### src/rtl/change_dispenser.sv
// Vending output stage: vends on every cycle with deposit >= PRICE, queues the
// excess as nickel credits, and pays change out one coin per cycle (dimes first).
module change_dispenser #(
  parameter int PRICE  = 20,
  parameter int DEP_W  = 6,
  parameter int PEND_W = 6
) (
  input  logic             clk_i,
  input  logic             rst_i,
  input  logic [DEP_W-1:0] deposit_i,
  output logic             soda_o,
  output logic             dime_o,
  output logic             nickle_o,
  output logic             busy_o,
  output logic             change_ovf_o
);

  localparam logic [DEP_W-1:0] PRICE_D = DEP_W'(PRICE);
  localparam logic [DEP_W-1:0] FIVE_D  = DEP_W'(5);

  logic [PEND_W-1:0] r_pend;
  logic              r_soda;
  logic              r_dime;
  logic              r_nickle;
  logic              r_ovf;

  logic              w_vend;
  logic [DEP_W-1:0]  w_excess;
  logic [DEP_W-1:0]  w_add_dep;
  logic [PEND_W:0]   w_add;
  logic              w_dime;
  logic              w_nickle;
  logic [PEND_W:0]   w_sub;
  logic [PEND_W:0]   w_sum;

  // Clamp the one-bit-wider running sum back into the counter range.
  function automatic logic [PEND_W-1:0] sat_pend(input logic [PEND_W:0] s);
    if (s[PEND_W]) return '1;
    else           return s[PEND_W-1:0];
  endfunction

  function automatic logic sat_hit(input logic [PEND_W:0] s);
    return s[PEND_W];
  endfunction

  // Level-sensitive vend: every cycle at or above price is its own sale.
  assign w_vend    = (deposit_i >= PRICE_D);
  assign w_excess  = w_vend ? (deposit_i - PRICE_D) : '0;
  assign w_add_dep = w_excess / FIVE_D;
  assign w_add     = (PEND_W+1)'(w_add_dep);

  always_comb begin
    w_dime   = 1'b0;
    w_nickle = 1'b0;
    w_sub    = '0;
    if (r_pend > PEND_W'(1)) begin
      w_dime = 1'b1;
      w_sub  = (PEND_W+1)'(2);
    end else if (r_pend == PEND_W'(1)) begin
      w_nickle = 1'b1;
      w_sub    = (PEND_W+1)'(1);
    end
  end

  // sub never exceeds pend, so the subtraction cannot wrap.
  assign w_sum = {1'b0, r_pend} - w_sub + w_add;

  always_ff @(posedge clk_i) begin
    if (rst_i) begin
      r_pend   <= '0;
      r_soda   <= 1'b0;
      r_dime   <= 1'b0;
      r_nickle <= 1'b0;
      r_ovf    <= 1'b0;
    end else begin
      r_pend   <= sat_pend(w_sum);
      r_soda   <= w_vend;
      r_dime   <= w_dime;
      r_nickle <= w_nickle;
      if (sat_hit(w_sum)) r_ovf <= 1'b1;
    end
  end

  assign soda_o       = r_soda;
  assign dime_o       = r_dime;
  assign nickle_o     = r_nickle;
  assign change_ovf_o = r_ovf;
  assign busy_o       = (r_pend != '0);

endmodule

### config.mk
export PLATFORM = sky130hd
export DESIGN_NAME = change_dispenser
export DESIGN_NICKNAME = d
export VERILOG_FILES = /design/src/rtl/change_dispenser.sv
export SDC_FILE = /design/constraint.sdc
export NUM_CORES = 1
export LEC_CHECK = 0
export CAP_MARGIN = 20
export CORE_MARGIN = 8
export CORE_UTILIZATION = 51
export CTS_BUF_LIST = sky130_fd_sc_hd__clkbuf_8 sky130_fd_sc_hd__clkbuf_16
export DETAILED_ROUTE_END_ITERATION = 8
export GPL_ROUTABILITY_DRIVEN = 1
export PLACE_DENSITY = 0.76
export SLEW_MARGIN = 10
export SYNTH_ARGS = -nofsm -noshare
export SYNTH_HDL_FRONTEND = slang
export SYNTH_SLANG_ARGS = --single-unit
export TNS_END_PERCENT = 20
### constraint.sdc
create_clock -name clk_i -period 5.6 [get_ports clk_i]
set_input_delay 0.56 -clock clk_i [delete_from_list [all_inputs] [get_ports clk_i]]
set_output_delay 0.56 -clock clk_i [all_outputs]
set_load 0.01 [all_outputs]
==> results of run 1 <==
## final timing paths
check / start / endpoint / slack (ps) / cells past startpoint
hold / removal: change_ovf_o / change_ovf_o / 450 / 2
setup reg to reg: r_pend[4] / change_ovf_o / 2560 / 14
hold reg to reg: change_ovf_o / change_ovf_o / 450 / 2
setup / recovery: deposit_i[3] / change_ovf_o / 250 / 29
## logic make-up (layout without fill, tap and decap cells)
| group | count (synthesis) | in the layout | synth area share (%) |
|---|---|---|---|
| AO/OA/AOI/OAI | 45 | 45 | 27.35 |
| adder cells (fa/ha/maj) | 18 | 18 | 20.04 |
| flip-flops | 10 | 10 | 16.70 |
| AND/OR/NAND/NOR | 35 | 35 | 16.91 |
| XOR/XNOR | 9 | 9 | 7.830 |
| multiplexers | 2 | 2 | 2.087 |
| buffers and inverters | 26 | 69 | 9.081 |
## worst reg2reg max path: stages (launching register included)
cell and delay, ps:
dfxtp_1 330, inv_1 80, ha_1 260, a21oi_1 160
a21oi_1 90, fa_1 550, inv_1 70, fa_2 380
nor2b_1 140, o21ai_1 80, nand2b_1 90, a21oi_1 70
o21bai_1 220, xnor2_2 260, a21oi_1 130
## flip-flops by register name, indices dropped and copies added, names as in the netlist
| signal | flops |
|---|---|
| r_pend | 6 |
| change_ovf_o | 1 |
| dime_o | 1 |
| nickle_o | 1 |
| soda_o | 1 |
## cells in the final DEF, fill, tap and decap left out, types with 3 or more instances in the layout
master and n:
dfxtp_1 10, ha_4 3, clkdlybuf4s50_1 11, o21ai_1 3, xnor2_1 5, o21ai_0 4, clkbuf_8 4, a21oi_1 10
ha_1 13, nand2_1 8, a21oi_2 4, inv_2 3, inv_1 20, buf_4 30, nor2_1 5
## routing by layer
| layer | track usage (%) | share of wire, % |
|---|---|---|
| met1 | 19.68 | 42 |
| met2 | 25.09 | 49 |
| met3 | 3.265 | 6.6 |
| met4 | 4.360 | 2.1 |
| met5 | 0 | 0 |
## layout make-up
| cell class | instances | area, um^2 |
|---|---|---|
| clock buffer | 4 | 55.05 |
| tap | 28 | 35.03 |
| fill | 147 | 516.7 |
| timing repair buffer | 42 | 347.8 |
| multi-input combinational | 109 | 970.9 |
| inverter | 23 | 86.33 |
| sequential | 10 | 200.2 |
## metrics by stage
stage	utilization, %	setup slack [ps]	TNS (ps)
2_1_floorplan	-	363.8	0
3_3_place_gp	68.67	-141.4	-873.0
3_5_place_dp	68.67	-272.8	-1722
4_1_cts	71.61	22.00	0
5_1_grt	76.64	-6.392	-9.314
6_report	76.64	249.0	0
## power breakdown
part           leakage [nW]  switching [mW]  internal [mW]
Clock                0.0288          0.0323         0.0621
Sequential           0.0837          0.0172          0.104
Combinational         0.683           0.341          0.316
Total                 0.795           0.390          0.482
## timing repair
| action | CTS | global route |
|---|---|---|
| cloned | 0 | 0 |
| endpoints found under the setup margin | 7 | 7 |
| setup buffers | 0 | 5 |
| endpoints found under the hold margin | 0 | 0 |
| gates resized for setup | 2 | 19 |
| pin swaps | 0 | 11 |
==> summary.md, run 1 <==
| Metric | Value |
|---|---|
| First-iteration detailed-routing DRC count | `101` |
| Fmax | `186.9 MHz` |
| Initial Util | `54.19%` |
| Die area | `4158 um^2` |
| Primary FF master, synth | `dfxtp_1` |
| Outcome | `completed` |
| Number of clock sinks | `10` |
| Final Power | `0.8726 mW` |
| Final hold violations | `0` |
| First-pass GRT wire length | `5.257 mm` |
| Synth-to-layout area growth | `41.44%` |
| Drt first pass iters | `5` |
| Finished Layout Cells | `216` |
| Yosys top cell area share | `16.70%` |
| Hpwl dp | `2.426 mm` |
| Port Buffer Count | `12` |
| DRT antenna net count | `0` |
| GRT overflow | `0` |
| Period utilization | `95.55%` |
| Rel. slew slack | `58.31%` |
| Worst path max stage delay | `500 ps` |
| Post-layout nets | `215` |
| Critical path launch point type | `input pin` |
| DRC | `0` |
| Chip Height | `64.48 um` |
| Via-to-Cell Ratio | `5.829` |
| Gr usage total | `15.31%` |
| Pwr dens | `514.7 nW/um^2` |
| Die span in x | `64.48 um` |
| Mapped cell area | `1199 um^2` |
| Final wirelength | `3.356 mm` |
| Hold-fix buffers at CTS | `0` |
| Leakage | `0.7952 nW` |
| Min Tclk post-route | `5351 ps` |
| Worst EP arrival | `5460 ps` |
| Most used cell, CP | `ha_1` |
| RePlAce Congestion | `0.8859` |
| Max Cap Viol | `0` |
| Final Setup Violations | `0` |
| Total number of vias | `1259` |
| Reg clk slew, reported paths | `50 ps` |
| Clock Skews | `0.7810 ps` |
| Drt wl/cell | `15.54 um` |
| Yosys reg bits | `10` |
| Worst-Skew Late Latency | `240 ps` |
| Final hold slack | `454.3 ps` |
| Ports | `13` |
| Syn Nets | `171` |
| Crit path buf inv count | `5` |
| Critical path class | `in -> reg` |
| ANT cells | `0` |
| Slew @ Worst Pin | `609.5 ps` |
| CTS Root Cell | `clkbuf_8` |
| CTS tree | `yes` |
| Crit end category | `flop` |
| Top-count cell post-synth | `inv_1` |
| Async S/R FF share, synth | `0%` |
| Worst Path Required | `5710 ps` |
| Placed instance count | `207` |
| Largest net degree at the start of global routing | `11` |
| Initial antenna violation count | `0` |
| Area after DPL | `1519 um^2` |
| Synth Warn # | `0` |
| Fin area | `1695 um^2` |
| Post-synth top area cell | `dfxtp_1` |
| # H-tree levels | `1` |
| Num CTS Buffers | `3` |
| Fraction of layout cells with a size suffix above 1 | `34.04%` |
| Slew Viols, Final | `0` |
| CP max stage cell | `clkdlybuf4s50_1` |
| HP Class | `reg -> reg` |
| Seq/Total Area, Yosys | `16.70%` |
| Mean Syn Cell Area | `8.267 um^2` |
| Ranking of synthesized cells by area | `dfxtp_1 17%, ha_1 17%, inv_1 7.2%, a21oi_1 5.8%, xnor2_1 4.4%` |
| Kind of cell adding the most delay to the critical path | `compound AO/OA/AOI/OAI gates` |
| Count of cell types in the netlist | `51` |
| Row cnt | `17` |
| Vias in the first global route | `1192` |
| Bufs on Longest Clock Path | `2` |
| Peak supply drop | `0.0005268 V` |
| Crit path max fanout | `7` |
| CORE AREA | `2212 um^2` |
| Synth cell count leaders | `23 x inv_1, 16 x ha_1, 14 x a21oi_1` |
| Post-synth EDFFs | `0` |
| Post-synthesis instance total | `145` |
No activity file was read; power rests on OpenSTA's default activity.
==> run 2: changes to the inputs <==
--- a/config.mk
+++ b/config.mk
@@ -6,7 +6,7 @@
 export NUM_CORES = 1
 export LEC_CHECK = 0
 export CAP_MARGIN = 20
-export CORE_MARGIN = 8
+export CORE_MARGIN = 2
 export CORE_UTILIZATION = 51
 export CTS_BUF_LIST = sky130_fd_sc_hd__clkbuf_8 sky130_fd_sc_hd__clkbuf_16
 export DETAILED_ROUTE_END_ITERATION = 8
==> summary.md, run 2 (synthesis gave the netlist of run 1 again) <==
| Metric | Value |
|---|---|
| Port Buffer Count | `12 (unchanged)` |
| DRC | `0 (unchanged)` |
| # H-tree levels | `1 (unchanged)` |
| Post-route met1 wirelength | `1.333 mm (-6.2%)` |
| Number of clock sinks | `10 (unchanged)` |
| CP max stage cell | `clkdlybuf4s50_1` |
| Met3 Wirelength | `224 um (+1.8%)` |
| Rel. slew slack | `61.23% (+2.9 points)` |
| Slew Viols, Final | `0 (unchanged)` |
| Max Cap Viol | `0 (unchanged)` |
| Die span in x | `52.48 um (-19%)` |
| Row cnt | `17 (unchanged)` |
| Critical Path End | `r_pend[5]` |
| Initial antenna violation count | `0 (unchanged)` |
| Num CTS Buffers | `3 (unchanged)` |
| HP Class | `reg -> reg` |
| Hold-fix buffers at CTS | `0 (unchanged)` |
| Crit path max fanout | `7 (unchanged)` |
| Crit. path cell count | `26 (-10%)` |
| DRT antenna net count | `0 (unchanged)` |
| Fraction of layout cells with a size suffix above 1 | `33.15% (-0.89 points)` |
| Vias in the first global route | `1166 (-2.2%)` |
| Critical path class | `in -> reg` |
| Worst-Skew Late Latency | `230 ps (about the same)` |
| Drt first pass iters | `4 (-1)` |
| Top Layer Used | `met4` |
| Peak supply drop | `0.0005673 V (+7.7%)` |
| Reg2reg end | `r_pend[5]` |
| Initial Util | `54.19% (unchanged)` |
| Period utilization | `95.93% (+0.38 points)` |
| Critical path launch point type | `input pin` |
| FF-to-FF Start | `r_pend[5]` |
| Placed instance count | `206 (-0.48%)` |
| Leakage | `0.7809 nW (-1.8%)` |
| Final Power | `0.8468 mW (-3.0%)` |
| Slew @ Worst Pin | `575.5 ps (-34.09 ps)` |
| Min Tclk post-route | `5372 ps (+21.20 ps)` |
| Worst Reg2Reg Path Length in Cells | `14 (unchanged)` |
| Synth-to-layout area growth | `40.61%` |
| Ports | `13 (unchanged)` |
| Gr usage total | `24.93% (+9.6 points)` |
| Commonest non-fill, non-tap cells in the layout | `27 x buf_4, 22 x inv_1, 13 x ha_1, 10 x dfxtp_1, 10 x clkdlybuf4s50_1` |
| Outcome | `completed` |
| Crit end category | `flop` |
| Bufs on Longest Clock Path | `2 (unchanged)` |
| RePlAce Congestion | `0.8913 (+0.61%)` |
| Total number of vias | `1234 (-2.0%)` |
| Reg clk slew, reported paths | `40 ps (about the same)` |
| Worst Setup SP | `deposit_i[4]` |
| Finished Layout Cells | `212 (-1.9%)` |
| Fmax | `186.1 MHz (-0.39%)` |
| CORE AREA | `2212 um^2 (unchanged)` |
| Pwr dens | `502.4 nW/um^2 (-2.4%)` |
| Crit path buf inv count | `4 (-1)` |
| Worst Path Required | `5690 ps (-20 ps)` |
| Via-to-Cell Ratio | `5.821 (-0.14%)` |
| Chip Height | `52.48 um (-19%)` |
| WHS Path Cells | `2 (unchanged)` |
| Final wirelength | `3.278 mm (-2.3%)` |
| Wire length on met2 | `1.665 mm (+1.4%)` |
| Hpwl dp | `2.370 mm (-2.3%)` |
| Post-layout nets | `212 (-1.4%)` |
| Max reg flops | `6 (unchanged)` |
| FF-to-FF setup slack | `2460 ps (-100 ps)` |
| Top reg by flops | `r_pend` |
| Final hold violations | `0 (unchanged)` |
| ANT cells | `0 (unchanged)` |
| First-iteration detailed-routing DRC count | `60 (-41%)` |
| Worst EP arrival | `5470 ps (about the same)` |
| Largest net degree at the start of global routing | `11 (unchanged)` |
| CTS Root Cell | `clkbuf_8` |
| Worst path max stage delay | `480 ps (-20 ps)` |
| Most common cell after layout, fill and taps aside | `buf_4` |
| GRT overflow | `0 (unchanged)` |
| Die area | `2754 um^2 (-34%)` |
| Final Setup Violations | `0 (unchanged)` |
| Clock Skews | `2.179 ps (+1.398 ps)` |
| CTS tree | `yes` |
| Drt wl/cell | `15.46 um (-0.48%)` |
| Most used cell, CP | `ha_1` |
| Kind of cell adding the most delay to the critical path | `compound AO/OA/AOI/OAI gates` |
| First-pass GRT wire length | `5.092 mm (-3.1%)` |
## run 2: changes by cell type in the layout (fill, tap and decap cells not counted), moves of 2 or more
| cell | change |
|---|---|
| buf_4 | -3 |
| a21oi_1 | -2 |
| a21oi_2 | +2 |
| inv_1 | +2 |
| inv_2 | -2 |
## run 2: worst min path at each step
stage / start / to / slack [ps]
2_1_floorplan: change_ovf_o / change_ovf_o / 470
3_3_place_gp: change_ovf_o / change_ovf_o / 430
3_5_place_dp: change_ovf_o / change_ovf_o / 480
4_1_cts: change_ovf_o / change_ovf_o / 490
5_1_grt: change_ovf_o / change_ovf_o / 510
6_report: change_ovf_o / change_ovf_o / 490
## run 2: worst min-delay path: cells and delay by family, from the launching register on
kind | cells | cell delay (ps)
AO/OA/AOI/OAI | 1 | 60
flip-flops | 1 | 300
buffers and inverters | 1 | 80
## run 2: layout make-up
cell class	count	area, um^2
clock buffer	3	41.29
inverter	23	86.33
multi-input combinational	109	998.5
sequential	10	200.2
tap	28	35.03
fill	162	526.8
timing repair buffer	39	324.1
## run 2: layer usage
layer | GRT usage (%) | vias up
met5 | 0 | -
met1 | 30.47 | 572
li1 | - | 593
met4 | 2.991 | 0
met3 | 7.714 | 10
met2 | 43.75 | 59
## run 2: what timing repair did
action / in CTS / in global routing
resized for setup: 12 / 11
buffers inserted: 0 / 3
pin swaps: 6 / 8
setup endpoints to repair: 7 / 7
## run 2: power breakdown
group | switching, mW | total (mW) | internal (mW)
Combinational | 0.339 | 0.654 | 0.315
Sequential | 0.0165 | 0.121 | 0.105
Clock | 0.0250 | 0.0718 | 0.0468
## run 2: metrics by stage
stage	setup slack, ps	util (%)	cell area [um^2]	hold WS [ps]	TNS, ps
3_5_place_dp	-489.2	68.33	1511	482.4	-3163
4_1_cts	52.41	72.40	1602	490.5	0
3_3_place_gp	-232.8	68.33	1511	432.1	-1596
5_1_grt	-8.525	76.19	1685	508.8	-8.525
2_1_floorplan	363.8	-	1199	469.6	0
6_report	227.8	76.19	1685	490.5	0
==> run 3: changes to the inputs <==
--- a/config.mk
+++ b/config.mk
@@ -6,14 +6,16 @@
 export NUM_CORES = 1
 export LEC_CHECK = 0
 export CAP_MARGIN = 20
+export CELL_PAD_IN_SITES_DETAIL_PLACEMENT = 1
+export CELL_PAD_IN_SITES_GLOBAL_PLACEMENT = 2
 export CORE_MARGIN = 2
-export CORE_UTILIZATION = 51
+export CORE_UTILIZATION = 30
 export CTS_BUF_LIST = sky130_fd_sc_hd__clkbuf_8 sky130_fd_sc_hd__clkbuf_16
 export DETAILED_ROUTE_END_ITERATION = 8
 export GPL_ROUTABILITY_DRIVEN = 1
-export PLACE_DENSITY = 0.76
+export PLACE_DENSITY_LB_ADDON = 0.1
 export SLEW_MARGIN = 10
 export SYNTH_ARGS = -nofsm -noshare
 export SYNTH_HDL_FRONTEND = slang
 export SYNTH_SLANG_ARGS = --single-unit
-export TNS_END_PERCENT = 20
+export TNS_END_PERCENT = 30
==> summary.md, run 3 (synthesis gave the netlist of run 1 again) <==
| Metric | Value |
|---|---|
| Commonest non-fill, non-tap cells in the layout | `32 x buf_4, 21 x inv_1, 14 x a21oi_1, 12 x ha_1, 10 x dfxtp_1` |
| Die span in x | `67.21 um (+28%)` |
| Rel. slew slack | `59.79% (-1.4 points)` |
| Num CTS Buffers | `3 (unchanged)` |
| First-iteration detailed-routing DRC count | `50 (-17%)` |
| FF-to-FF Start | `r_pend[4]` |
| Hpwl dp | `2.907 mm (+23%)` |
| CTS Root Cell | `clkbuf_8` |
| Slew @ Worst Pin | `596.9 ps (+21.40 ps)` |
| Setup TNS | `0 ps (unchanged)` |
| Final Setup Violations | `0 (unchanged)` |
| Slew Viols, Final | `0 (unchanged)` |
| Placed instance count | `232 (+13%)` |
| Initial antenna violation count | `0 (unchanged)` |
| RSZ-0062 raised after global routing | `no` |
| WHS Path Cells | `2 (unchanged)` |
| Row cnt | `22 (+5)` |
| Largest net degree at the start of global routing | `11 (unchanged)` |
| Final Power | `0.8239 mW (-2.7%)` |
| CTS tree | `yes` |
| Crit end category | `flop` |
| Top reg by flops | `r_pend` |
| Fillers | `465 (+190%)` |
| Leakage | `0.8156 nW (+4.4%)` |
| Outcome | `completed` |
| Port Buffer Count | `12 (unchanged)` |
| Gr usage total | `17.44% (-7.5 points)` |
| Min Tclk post-route | `5300 ps (-71.87 ps)` |
| Peak supply drop | `0.0001243 V (-78%)` |
| Synth-to-layout area growth | `43.53%` |
| Total number of vias | `1191 (-3.5%)` |
| Most common cell after layout, fill and taps aside | `buf_4` |
| DRC | `0 (unchanged)` |
| Critical path class | `in -> reg` |
| CORE AREA | `3744 um^2 (+69%)` |
| First-pass GRT wire length | `5.954 mm (+17%)` |
| Period utilization | `94.65% (-1.3 points)` |
| Reg2reg end | `r_pend[4]` |
| Placement Setup Slack | `-372.4 ps (+116.7 ps)` |
| Worst Path Required | `5700 ps (about the same)` |
| Post-layout util | `45.96% (-30 points)` |
| Initial Util | `32.02% (-22 points)` |
| Fmax | `188.7 MHz (+1.4%)` |
| Drt first pass iters | `4 (unchanged)` |
| Final hold violations | `0 (unchanged)` |
| Number of clock sinks | `10 (unchanged)` |
| Post-layout nets | `217 (+2.4%)` |
| Chip Height | `67.21 um (+28%)` |
| RePlAce Congestion | `0.7654 (-14%)` |
| FF-to-FF setup slack | `2630 ps (+170 ps)` |
| Worst EP arrival | `5400 ps (-70 ps)` |
| Fraction of layout cells with a size suffix above 1 | `32.11% (-1.0 points)` |
| Critical path launch point type | `input pin` |
| GRT overflow | `0 (unchanged)` |
| Ports | `13 (unchanged)` |
| Bufs on Longest Clock Path | `2 (unchanged)` |
| Die area | `4517 um^2 (+64%)` |
| HP Class | `reg -> reg` |
| Hold Startpoint | `change_ovf_o` |
| Pwr dens | `478.9 nW/um^2 (-4.7%)` |
| Worst Reg2Reg Path Length in Cells | `15 (+1)` |
| Area after DPL | `1582 um^2 (+4.6%)` |
| Final wirelength | `3.416 mm (+4.2%)` |
| Final hold slack | `446.1 ps (-44.41 ps)` |
| Worst-Skew Late Latency | `240 ps (about the same)` |
| Max reg flops | `6 (unchanged)` |
| Vias in the first global route | `1308 (+12%)` |
| Fin area | `1720 um^2 (+2.1%)` |
| Via-to-Cell Ratio | `5.004 (-14%)` |
| Max Cap Viol | `0 (unchanged)` |
| Drt wl/cell | `14.35 um (-7.2%)` |
| Finished Layout Cells | `238 (+12%)` |
| Final Worst Setup Slack | `299.7 ps (+71.88 ps)` |
| Hold-fix buffers at CTS | `0 (unchanged)` |
| ANT cells | `0 (unchanged)` |
| Reg clk slew, reported paths | `50 ps (about the same)` |
| Crit path max fanout | `7 (unchanged)` |
| # H-tree levels | `1 (unchanged)` |
| DRT antenna net count | `0 (unchanged)` |
| Clock Skews | `3.027 ps (+0.8476 ps)` |
| Hold EP | `change_ovf_o` |
-- run 3: cell count changes in the layout (fill, tap and decap cells not counted), moves of 2 or more --
cell,delta
a21oi_2,-6
dlymetal6s2s_1,+2
buf_4,+5
a21oi_1,+6
-- run 3: worst max-delay path by stage --
stage / from / end / cells past startpoint
5_1_grt: deposit_i[1] / r_pend[0] / 27
6_report: deposit_i[1] / r_pend[4] / 27
4_1_cts: deposit_i[2] / r_pend[4] / 29
3_5_place_dp: deposit_i[2] / r_pend[4] / 29
3_3_place_gp: deposit_i[2] / r_pend[1] / 29
2_1_floorplan: deposit_i[2] / change_ovf_o / 26
-- run 3: critical path: stages --
cell and delay, ps:
clkdlybuf4s50_1 560, nor2_1 100, a311oi_2 310, nor2_1 120
ha_4 260, a32o_1 200, a221o_1 410, nand3_2 110
ha_1 230, o21a_1 130, nor3_2 110, nand3_1 100
o221ai_1 180, o221a_1 200, ha_1 220, inv_1 60
ha_2 180, inv_1 60, fa_2 350, nor2b_1 120
o21ai_0 80, nand2b_1 110, a21oi_1 90, o21bai_1 170
xnor2_1 130, buf_4 170, a21oi_1 70
-- run 3: power breakdown --
group          internal (mW)  total (mW)  switching, mW
logic                  0.312       0.612          0.300
clock network         0.0619      0.0912         0.0293
registers              0.104       0.121         0.0163
-- run 3: timing repair --
action,4_1_cts,5_1_grt
resized for setup,6,12
endpoints found under the setup margin,7,7
pin swaps,1,4
setup buffers,0,2
-- run 3: cell type report --
class,instances,area [um^2],share of cell area (%)
flip-flops and latches,10,200.2,11.64
inverters,23,86.33,5.018
repair buffers,44,367.9,21.38
well taps,48,60.06,3.491
multi-input cells,109,950.9,55.27
clock buffers,4,55.05,3.200
-- run 3: per-layer routing --
metal	wire (um)	track usage (%)	part of all wire [%]	vias up
li1	-	-	-	604
met1	1388	18.64	41	566
met2	1925	35.64	56	17
met3	75	1.667	2.2	4
met4	26	4.592	0.76	0
met5	0	0	0	-
